File: config.mk
export PLATFORM = sky130hd
export DESIGN_NAME = temp_sensor_reader
export DESIGN_NICKNAME = d
export VERILOG_FILES = /design/src/rtl/temp_sensor_pkg.sv /design/src/rtl/sclk_gen.sv /design/src/rtl/temp_sensor_reader.sv
export SDC_FILE = /design/constraint.sdc
export NUM_CORES = 1
export LEC_CHECK = 0
export BUFFER_PORTS_ARGS = -buffer_cell sky130_fd_sc_hd__buf_2
export CAP_MARGIN = 0
export CORE_MARGIN = 3
export CORE_UTILIZATION = 35
export CTS_CLUSTER_DIAMETER = 120
export DETAILED_ROUTE_END_ITERATION = 10
export HOLD_SLACK_MARGIN = 0.1
export PLACE_DENSITY_LB_ADDON = 0.12
export SETUP_SLACK_MARGIN = 0.3
export SLEW_MARGIN = 15
export SYNTH_ARGS = -nofsm -noshare
export SYNTH_HDL_FRONTEND = slang
export SYNTH_SLANG_ARGS = --single-unit
File: constraint.sdc
create_clock -name clk -period 4.3 [get_ports clk]
set_input_delay 0.215 -clock clk [delete_from_list [all_inputs] [get_ports clk]]
set_output_delay 0.215 -clock clk [all_outputs]
set_load 0.005 [all_outputs]
File: src/rtl/temp_sensor_pkg.sv
// Shared types and constants for the serial temperature sensor reader.
package temp_sensor_pkg;

    typedef enum logic [2:0] {
        IDLE,
        CS_SETUP,
        SHIFT,
        DONE,
        GAP
    } state_t;

    localparam int DEFAULT_DATA_W = 8;

    // All-ones word: what the link returns with sdo stuck high or no sensor fitted.
    localparam logic [DEFAULT_DATA_W-1:0] FAULT_CODE = {DEFAULT_DATA_W{1'b1}};

endpackage

File: src/rtl/sclk_gen.sv
// Serial clock divider: div_cnt runs 0..CLK_DIV-1 while run is high, and sclk
// toggles on each wrap. The rise/fall pulses flag the edge on which sclk changes.
module sclk_gen #(
    parameter int CLK_DIV = 4
) (
    input  logic clk,
    input  logic reset,
    input  logic run,
    input  logic clear,
    output logic sclk,
    output logic rise_pulse,
    output logic fall_pulse
);

    localparam int CNT_W = (CLK_DIV > 1) ? $clog2(CLK_DIV) : 1;
    localparam logic [CNT_W-1:0] CNT_LAST = CNT_W'(CLK_DIV - 1);

    logic [CNT_W-1:0] div_cnt;
    logic             wrap;

    assign wrap       = run && (div_cnt == CNT_LAST);
    assign rise_pulse = wrap && !sclk;
    assign fall_pulse = wrap && sclk;

    always_ff @(posedge clk) begin
        if (reset || clear) begin
            div_cnt <= '0;
            sclk    <= 1'b0;
        end else if (run) begin
            if (wrap) begin
                div_cnt <= '0;
                sclk    <= ~sclk;
            end else begin
                div_cnt <= div_cnt + 1'b1;
            end
        end
    end

endmodule

File: src/rtl/temp_sensor_reader.sv
// Polls an 8-bit serial temperature sensor over cs_n/sclk/sdo and strobes each reading.
// Build option: define FAULT_DETECT_EN to reject all-ones readings and pulse sensor_fault instead.
//
// state    | meaning
// ---------+---------------------------------------------------------
// IDLE     | cs_n high, waiting for enable
// CS_SETUP | cs_n low, sclk low for CLK_DIV clocks before the first edge
// SHIFT    | sclk running, sdo sampled on each rising edge
// DONE     | one clock: reading accepted (or rejected as a fault)
// GAP      | cs_n high for SAMPLE_GAP clocks, then repeat or go idle
module temp_sensor_reader
    import temp_sensor_pkg::*;
#(
    parameter int CLK_DIV    = 4,
    parameter int SAMPLE_GAP = 16,
    parameter int DATA_W     = DEFAULT_DATA_W
) (
    input  logic              clk,
    input  logic              reset,
    input  logic              enable,
    input  logic              sdo,
    output logic              cs_n,
    output logic              sclk,
    output logic [DATA_W-1:0] temperature,
    output logic              sensor_valid,
    output logic              busy,
    output logic              sensor_fault
);

    localparam int TMR_MAX = (CLK_DIV > SAMPLE_GAP) ? CLK_DIV : SAMPLE_GAP;
    localparam int TMR_W   = $clog2(TMR_MAX + 1);
    localparam int BIT_W   = $clog2(DATA_W + 1);

    localparam logic [TMR_W-1:0] SETUP_LOAD = TMR_W'(CLK_DIV - 1);
    localparam logic [TMR_W-1:0] GAP_LOAD   = TMR_W'(SAMPLE_GAP - 1);
    localparam logic [BIT_W-1:0] BIT_LOAD   = BIT_W'(DATA_W);

`ifdef FAULT_DETECT_EN
    localparam bit FAULT_CHECK = 1'b1;
`else
    localparam bit FAULT_CHECK = 1'b0;
`endif

    state_t            state, state_nxt;
    logic [TMR_W-1:0]  tmr, tmr_nxt;
    logic [BIT_W-1:0]  bit_cnt, bit_nxt;
    logic [DATA_W-1:0] shreg;
    logic              rise_pulse, fall_pulse;
    logic              reject;
    logic              sclk_run;

    assign sclk_run = (state == SHIFT);
    assign reject   = FAULT_CHECK && (shreg == {DATA_W{FAULT_CODE[0]}});

    sclk_gen #(
        .CLK_DIV (CLK_DIV)
    ) u_sclk_gen (
        .clk        (clk),
        .reset      (reset),
        .run        (sclk_run),
        .clear      (!sclk_run),
        .sclk       (sclk),
        .rise_pulse (rise_pulse),
        .fall_pulse (fall_pulse)
    );

    always_comb begin
        state_nxt = state;
        tmr_nxt   = tmr;
        bit_nxt   = bit_cnt;
        case (state)
            IDLE: begin
                if (enable) begin
                    state_nxt = CS_SETUP;
                    tmr_nxt   = SETUP_LOAD;
                end
            end
            CS_SETUP: begin
                if (tmr == '0) begin
                    state_nxt = SHIFT;
                    bit_nxt   = BIT_LOAD;
                end else begin
                    tmr_nxt = tmr - 1'b1;
                end
            end
            SHIFT: begin
                // The last falling sclk edge closes the frame, so sclk is low on entry to DONE.
                if (fall_pulse) begin
                    bit_nxt = bit_cnt - 1'b1;
                    if (bit_cnt == BIT_W'(1)) begin
                        state_nxt = DONE;
                    end
                end
            end
            DONE: begin
                state_nxt = GAP;
                tmr_nxt   = GAP_LOAD;
            end
            GAP: begin
                if (tmr == '0) begin
                    state_nxt = enable ? CS_SETUP : IDLE;
                    tmr_nxt   = SETUP_LOAD;
                end else begin
                    tmr_nxt = tmr - 1'b1;
                end
            end
            default: state_nxt = IDLE;
        endcase
    end

    always_ff @(posedge clk) begin
        if (reset) begin
            state        <= IDLE;
            tmr          <= '0;
            bit_cnt      <= '0;
            shreg        <= '0;
            temperature  <= '0;
            sensor_valid <= 1'b0;
            cs_n         <= 1'b1;
            busy         <= 1'b0;
        end else begin
            state   <= state_nxt;
            tmr     <= tmr_nxt;
            bit_cnt <= bit_nxt;
            if (rise_pulse) begin
                shreg <= {shreg[DATA_W-2:0], sdo};
            end
            // cs_n and busy follow the state being entered so they line up with it.
            cs_n         <= !((state_nxt == CS_SETUP) || (state_nxt == SHIFT));
            busy         <= (state_nxt != IDLE);
            sensor_valid <= (state == DONE) && !reject;
            if ((state == DONE) && !reject) begin
                temperature <= shreg;
            end
        end
    end

`ifdef FAULT_DETECT_EN
    always_ff @(posedge clk) begin
        if (reset) begin
            sensor_fault <= 1'b0;
        end else begin
            sensor_fault <= (state == DONE) && reject;
        end
    end
`else
    assign sensor_fault = 1'b0;
`endif

endmodule

; After elaboration in Yosys (flattened, before gate mapping)
; Cells that the tools add are included.
[classes]
add_sub_neg = 3
eq_ne = 12
n_mux = 15
n_bitwise = 1
reduce_logical = 16
[ops]
columns = cell, n
row1 = 5-bit case mux with 4 select lines, 1
row2 = 3-bit two-way mux, 5
row3 = 5-bit two-way mux, 3
row4 = 3-bit case mux with 5 select lines, 1
row5 = "3-bit by 2-bit equality test with 1-bit output, second input constant", 3
row6 = 4-bit two-way mux, 2
row7 = "2-bit != test, second input constant", 4
row8 = 4-bit case mux with 2 select lines, 1
row9 = "3-bit by 1-bit equality test with 1-bit output, second input constant", 2
row10 = 3-bit AND reduction, 2
row11 = 5-bit zero test, 1
row12 = "5-bit by 1-bit subtractor with 5-bit output, second input constant", 1
row13 = "4-bit by 1-bit equality test with 1-bit output, second input constant", 1
row14 = 4-bit nonzero test, 1
row15 = "4-bit by 1-bit subtractor with 4-bit output, second input constant", 1
row16 = "3-bit equality test, second input constant", 1
row17 = 1-bit logical AND, 3
row18 = 1-bit zero test, 3
row19 = 3-bit zero test, 1
row20 = 3-bit nonzero test, 1
row21 = "2-bit by 1-bit adder with 2-bit output, second input constant", 1
row22 = "2-bit equality test, second input constant", 1
row23 = 1-bit logical OR, 2
row24 = 2-bit two-way mux, 1
row25 = 4 further kinds, 4
[totals]
register_bits = 34
output_inout_bits = 13

; Depth between registers and ports, before layout
; Gate-level depths: netlist of the first run.
[logic_depth]
word_depth = 8
mapped_depth = 6
mapped_depth_nobuf = 6

; Cells and area by module
; Synthesis of the first run repeated with hierarchy kept, for this count alone.
[hier_totals]
hier_cells = 174
area_unflattened_um2 = 1530.2
[modules_own_cells]
columns = mod, instances, cells_per_inst, area_each_um2
row1 = temp_sensor_reader, 1, 160, 1380.1
row2 = sclk_gen, 1, 14, 150.1

; Least setup slack after synthesis of the first run
; Ideal clock, no wire load.
[synth_path]
kind = reg2reg
startpoint = register tmr[0]
endpoint = register cs_n
t_arrival_ns = 1.367
setup_slack_ns = 2.804
path_stages_with_launch = 6
path_cell_list = dfxtp_1 -> inv_1 -> ha_1 -> or4b_4 -> nor4b_2 -> o211ai_1
[synth_between]
elab_chain_cells = 6
[synth_lines]
columns = element, line_no
row1 = "start, declared", temp_sensor_reader.sv:45  ; logic [TMR_W-1:0] tmr, tmr_nxt;
row2 = "start signal, assigned", temp_sensor_reader.sv:123  ; tmr <= tmr_nxt;
row3 = 5-bit zero test *, "temp_sensor_reader.sv:79, temp_sensor_reader.sv:100"
row4 = "3-bit two-way mux, on equally long branches", "temp_sensor_reader.sv:100, temp_sensor_reader.sv:79"
row5 = 3-bit case mux with 5 select lines *, temp_sensor_reader.sv:71  ; case (state)
row6 = 3-bit by 1-bit equality test with 1-bit output / 3-bit by 2-bit equality test with 1-bit output (equally long branches), temp_sensor_reader.sv:129  ; cs_n <= !((state_nxt == CS_SETUP) || (state_nxt == SHIFT));
row7 = 1-bit logical OR *, temp_sensor_reader.sv:129
row8 = 1-bit zero test *, temp_sensor_reader.sv:129
row9 = "end signal, assigned", temp_sensor_reader.sv:129
row10 = "end, declared", temp_sensor_reader.sv:22  ; output logic cs_n,
; Mark *: on every way between the ends. The rest lies on a longest branch, timed or not.
; A chain may end at the register's enable or synchronous reset.

; Final worst setup path of the first run
[layout_path]
startpoint = register state[1]
endpoint = register shreg[7]
[layout_between]
elab_chain_cells = 3
[layout_lines]
columns = element, line_no
row1 = "start, declared", temp_sensor_reader.sv:44  ; state_t state, state_nxt;
row2 = "start signal, assigned", temp_sensor_reader.sv:122  ; state <= state_nxt;
row3 = 3-bit by 2-bit equality test with 1-bit output, temp_sensor_reader.sv:52  ; assign sclk_run = (state == SHIFT);
row4 = 1-bit logical AND, sclk_gen.sv:21  ; assign wrap = run && (div_cnt == CNT_LAST);
row5 = 1-bit logical AND, sclk_gen.sv:22  ; assign rise_pulse = wrap && !sclk;
row6 = "end signal, assigned", temp_sensor_reader.sv:126  ; shreg <= {shreg[DATA_W-2:0], sdo};
row7 = "end, declared", temp_sensor_reader.sv:47  ; logic [DATA_W-1:0] shreg;
; No other way between the ends.

==> out/results.ini, run 1 <==
[run_status]
status = completed

[global_routing]
grt-ovfl-total = 0
antenna_found_initial = 0
grt_max_degree = 28
grt_pass1_vias = 1097
grt_util_all_layers = 0.129
grt_pass1_wl_mm = 5.26

[timing]
rsz0062_at_grt = false
fin_worst_skew_ps = 5.90
max_freq_ghz = 0.444
fin_tns_setup_ps = 0
hold_viol_final = 0
whs_ps = 170
period_minus_slack_ps = 2250
worstMarginPinSlew_ps = 856
period_share = 0.523
maxSlewHeadroom = 0.428
timing.final.ws_setup_ps = 2050
slew_violations = 0
setup_viol = 0

[drt]
first_pass_iters = 4
vias_per_cell = 5.15
wirelength_mm = 3.14
vias = 1205
drt_iter0_drc = 74
post_drt_wl_per_cell_um = 13.4
ant_nets = 0
drc = 0

[clocking]
h-tree-depth = 2
postCtsSetupBuffers = 0
cts-root-buf = clkbuf_8
post_cts_resized = 0
numCtsBuffers = 5
clk_pin_slew_ps = 70
clock-sinks = 34
cts_buffer_depth = 2
cts_hold_buf = 0
cts_tree = built
clk_latency_ps = 290

[synth]
synth_warnings = 0
synthesis.area_mm2 = 0.00158
synth_nets = 182
synth_edf_count = 0
async_flop_share = 0
postSynthAreaPerCell_um2 = 9.11
yosysSeqAreaShare = 0.432
ys.flop_type = dfxtp_1
synth-seq-cells = 34
ys_types = 42
syn_inst = 173

[power_and_ir_drop]
p_leak_nw = 0.662
powerDensity_mw_per_mm2 = 436
ir_drop_uv = 227

[floorplan]
die_area_mm2 = 0.00534
fp.coreArea_mm2 = 0.00417
start_util = 0.378
rows = 23
io_pins = 17
dieHeight_um = 73.1
fp.dieW_um = 73.1

[layout]
area_growth_pct = 9.21
final_core_util = 0.412
antennaDiodeCount = 0
final_layout_size_suffix_gt1_frac = 0.163
nNetsFinal = 192

[critical_path]
path_delay_family = simple AND/OR/NAND/NOR gates
crit_required_ps = 4460
critPathMaxFanout = 18
end_kind = flop
cp.buffers_inverters = 0
critical-path-max-stage-delay_ps = 720
critical_path_class = reg2reg
worstSetupStartpointType = flop
slowest_stage = dfxtp_1
arrival_ps = 2410
path_cells = and4bb_4, nor2b_1, mux2i_1, nor2_1

[run]
maxCapViolCount = 0

[hold_path]
min_path_type = in2reg

[placement]
globalplace.congestion = 0.821
port_buffers = 15
dp_slack_ps = 2070
hpwl_mm = 2.13

==> cells by family (layout without fill, tap and decap cells) <==
kind of cell	after synthesis	in the layout	share of synthesized area
XOR/XNOR	5	5	0.0278
buffers and inverters	19	30	0.0723
multiplexers	8	8	0.0508
AND/OR/NAND/NOR	69	69	0.249
flip-flops	34	34	0.432
AO/OA/AOI/OAI	32	32	0.126
other	1	1	0.00238
adder cells (fa/ha/maj)	5	5	0.0397
==> metal layers <==
layer | wire, µm | track usage | part of all wire | vias to the layer above
li1 | - | - | - | 622
met1 | 1590 | 0.178 | 0.51 | 564
met2 | 1390 | 0.180 | 0.44 | 14
met3 | 115 | 0.0579 | 0.037 | 5
met4 | 38 | 0.0369 | 0.012 | 0
met5 | 0 | 0 | 0 | -
==> power by group <==
part | leakage (nW) | internal (mW) | switching (mW) | total [mW]
Clock | 0.0472 | 0.129 | 0.120 | 0.248
Sequential | 0.276 | 0.334 | 0.0304 | 0.365
Combinational | 0.339 | 0.0625 | 0.0736 | 0.136
==> cells in the final DEF, fill, tap and decap left out, types with 2 or more instances in the layout <==
cell type / synthesis / routed
nand2_1: 17 / 17
nand3_1: 12 / 12
nor2_1: 16 / 16
inv_1: 7 / 7
xor2_1: 2 / 2
o21ai_0: 4 / 4
and3_1: 2 / 2
xnor2_1: 3 / 3
nor3_1: 3 / 3
o21a_1: 2 / 2
o211ai_1: 3 / 3
buf_2: 1 / 15
a31oi_1: 3 / 3
mux2i_1: 8 / 8
o311ai_1: 2 / 2
ha_1: 5 / 5
nand4b_1: 2 / 2
dfxtp_1: 34 / 34
nor2b_1: 3 / 3
a21oi_1: 14 / 14
clkbuf_8: 0 / 6
==> path summary, 6_finish.rpt <==
check / cells after the start / endpoint / slack (ps) / from
worst max-delay path: 4 / shreg[7] / 2050 / state[1]
worst min-delay path: 3 / shreg[0] / 170 / sdo
worst max register to register: 4 / shreg[7] / 2050 / state[1]
worst min register to register: 1 / u_sclk_gen.div_cnt[0] / 440 / u_sclk_gen.div_cnt[0]
==> synth_stat cells, types with 2 or more instances <==
cell type	instances	area, µm²
dfxtp_1	34	681
nand2_1	17	63.8
nor2_1	16	60.1
a21oi_1	14	70.1
nand3_1	12	60.1
mux2i_1	8	80.1
inv_1	7	26.3
buf_4	5	37.5
ha_1	5	62.6
o21ai_0	4	20.0
a31oi_1	3	18.8
buf_6	3	33.8
clkbuf_1	3	11.3
nor2b_1	3	18.8
nor3_1	3	15.0
o211ai_1	3	22.5
xnor2_1	3	26.3
and3_1	2	12.5
nand4b_1	2	17.5
o21a_1	2	15.0
o311ai_1	2	17.5
xor2_1	2	17.5
==> worst reg2reg max path, cell delays in order, from the launching register on <==
cell,delay (ps)
dfxtp_1,720
and4bb_4,370
nor2b_1,700
mux2i_1,280
nor2_1,50
==> sequential cells by signal, indices dropped and copies added (netlist names) <==
signal and cells:
cs_n 1, busy 1, shreg 8, state 3, u_sclk_gen.sclk 1, sensor_valid 1, tmr 5, bit_cnt 4
temperature 8, u_sclk_gen.div_cnt 2
==> per-stage QoR <==
stage                     power [mW]  area [µm²]  std cells
after floorplan                0.485        1580        173
after global placement         0.505        1630        226
after detailed placement       0.507        1630        226
after CTS                      0.754        1720        234
after global routing           0.798        1720        234
final                          0.749        1720        234
==> area by class of cell <==
type | instances | area (µm²)
Clock buffer | 6 | 82.6
Sequential cell | 34 | 681
Timing Repair Buffer | 15 | 75.1
Inverter | 7 | 26.3
Multi-Input combinational cell | 120 | 781
Clock inverter | 2 | 12.5
Tap cell | 50 | 62.6
Fill cell | 421 | 2450
Note: power is estimated with default switching activity, not from simulation.
==> run 2: changes to the inputs <==
Clock period 4.3 ns to 1.85 ns, I/O delays scaled along.
==> out/results.ini, run 2 (synthesis results as in run 1) <==
[run_status]
status = completed

[layout]
final_layout_size_suffix_gt1_frac = 0.236  ; +0.0729
regArea_um2 = 684  ; +0.55%
antennaDiodeCount = 0  ; unchanged
reg_top3 = shreg x8, temperature x8, tmr x5
area_growth_pct = 17.7
fillCellCount = 416  ; -1.2%
design_area_mm2 = 0.00185  ; +7.8%
most-common-layout-cells = dfxtp_1, nand2_1, nor2_1, buf_2, a21oi_1
nNetsFinal = 203  ; +5.7%
final_common_cell = dfxtp_1
instances_no_fill = 245  ; +4.7%
multi_input_area_um2 = 811  ; +3.8%
final_core_util = 0.444  ; +0.0321

[critical_path]
end_kind = flop
worstSetupStartpointType = flop
r2r_slack_ps = 300  ; -1750 ps
arrival_ps = 1710  ; -700 ps
critical_path_class = reg2reg
rr_worst_depth = 5  ; +1
critPathMaxFanout = 4  ; -14
crit-reg2reg-launch = tmr[0]
r2r-end = cs_n
crit_required_ps = 2010  ; -2450 ps

[timing]
period_share = 0.839  ; +0.316
setup_viol = 0  ; unchanged
fin_tns_setup_ps = 0  ; unchanged
slew_violations = 0  ; unchanged
period_minus_slack_ps = 1550  ; -698 ps
hold_viol_final = 0  ; unchanged
rsz0062_at_grt = true
max_freq_ghz = 0.644  ; +45%
whs_ps = 140  ; -30.1 ps
fin_worst_skew_ps = 5.15  ; -0.753 ps
timing.final.ws_setup_ps = 298  ; -1750 ps

[drt]
ant_nets = 0  ; unchanged
wirelength_mm = 3.37  ; +7.5%
drt_iter0_drc = 58  ; -22%
post_drt_wl_per_cell_um = 13.8  ; +2.7%
vias = 1247  ; +3.5%
drc = 0  ; unchanged
first_pass_iters = 4  ; unchanged
vias_per_cell = 5.09  ; -1.2%

[placement]
globalplace.congestion = 0.833  ; +1.5%
hpwl_mm = 2.34  ; +9.9%
numPlacedInstances = 232  ; +2.7%
dp_slack_ps = 272  ; -1790 ps
port_buffers = 15  ; unchanged
place_area_mm2 = 0.00167  ; +2.8%

[clocking]
cts_tree = built
cts_buffer_depth = 2  ; unchanged
h-tree-depth = 2  ; unchanged
numCtsBuffers = 5  ; unchanged
clk_pin_slew_ps = 70  ; about the same
clk_latency_ps = 280  ; about the same
clock-sinks = 34  ; unchanged
cts-root-buf = clkbuf_8

[hold_path]
min_from = reset
hold_depth = 2  ; -1
whs_endpoint = shreg[6]
min_path_type = in2reg

[floorplan]
io_pins = 17  ; unchanged
fp.dieW_um = 73.1  ; unchanged
rows = 23  ; unchanged
fp.coreArea_mm2 = 0.00417  ; unchanged
die_area_mm2 = 0.00534  ; unchanged
start_util = 0.378  ; unchanged
dieHeight_um = 73.1  ; unchanged

[power_and_ir_drop]
swShare = 0.275  ; -0.0235
p_int_mw = 1.38  ; +160%
pwr-share-comb = 0.213  ; +0.031
clkPwrFrac = 0.347  ; +0.015
powerDensity_mw_per_mm2 = 1030  ; +140%
pwr-share-seq = 0.439  ; -0.048
ir_drop_uv = 352  ; +55%
power_mw = 1.91  ; +150%
p_leak_nw = 0.722  ; +9.0%
switchingPower_mw = 0.525  ; +130%

[global_routing]
grt_max_degree = 17  ; -39%
grt_pass1_vias = 1190  ; +8.5%
antenna_found_initial = 0  ; unchanged
grt-ovfl-total = 0  ; unchanged
grt_util_all_layers = 0.130  ; +0.00128
grt_pass1_wl_mm = 5.50  ; +4.5%

[run]
maxCapViolCount = 0  ; unchanged

[run 2: what timing repair did]
action                                 CTS  global route
endpoints found under the hold margin    1             0
setup buffers                            2             2
gates resized for setup                  7             5
hold buffers                             1             0
pin swaps                                5             4
setup endpoints to repair               12            21
[run 2: area by class of cell]
cell class | count | share of cell area
clock buffers | 7 | 0.0412
clock inverters | 1 | 0.0162
inverters | 7 | 0.0142
multi-input cells | 120 | 0.437
flip-flops and latches | 34 | 0.369
well taps | 50 | 0.0337
repair buffers | 26 | 0.0884
[run 2: power groups by stage]
stage / clock network (mW) / logic, mW / registers [mW]
after detailed placement: 0 / 0.351 / 0.847
after floorplan: 0 / 0.298 / 0.829
after global routing: 0.716 / 0.453 / 0.846
final: 0.662 / 0.407 / 0.838
after CTS: 0.680 / 0.375 / 0.833
after global placement: 0 / 0.350 / 0.846
[run 2: per-layer routing]
metal / part of all wire / up-vias / global-route usage
li1: - / 638 / -
met1: 0.49 / 589 / 0.166
met2: 0.47 / 15 / 0.211
met3: 0.027 / 5 / 0.0303
met4: 0.0095 / 0 / 0.0512
met5: 0 / - / 0
[run 2: how the worst max path moves through the flow]
stage / startpoint / endpoint / slack [ps] / cells after the start
floorplan: tmr[0] / cs_n / 350 / 5
global placement: tmr[0] / tmr[4] / 270 / 6
detailed placement: tmr[0] / cs_n / 270 / 5
CTS: state[0] / temperature[6] / 320 / 4
global route: tmr[0] / cs_n / 240 / 5
finish: tmr[0] / cs_n / 300 / 5
[run 2: worst max-delay path, cell delays in order (launching register included)]
cell	delay (ps)
dfxtp_2	330
inv_2	80
ha_4	140
or4b_4	500
nor4b_4	270
o211ai_1	120
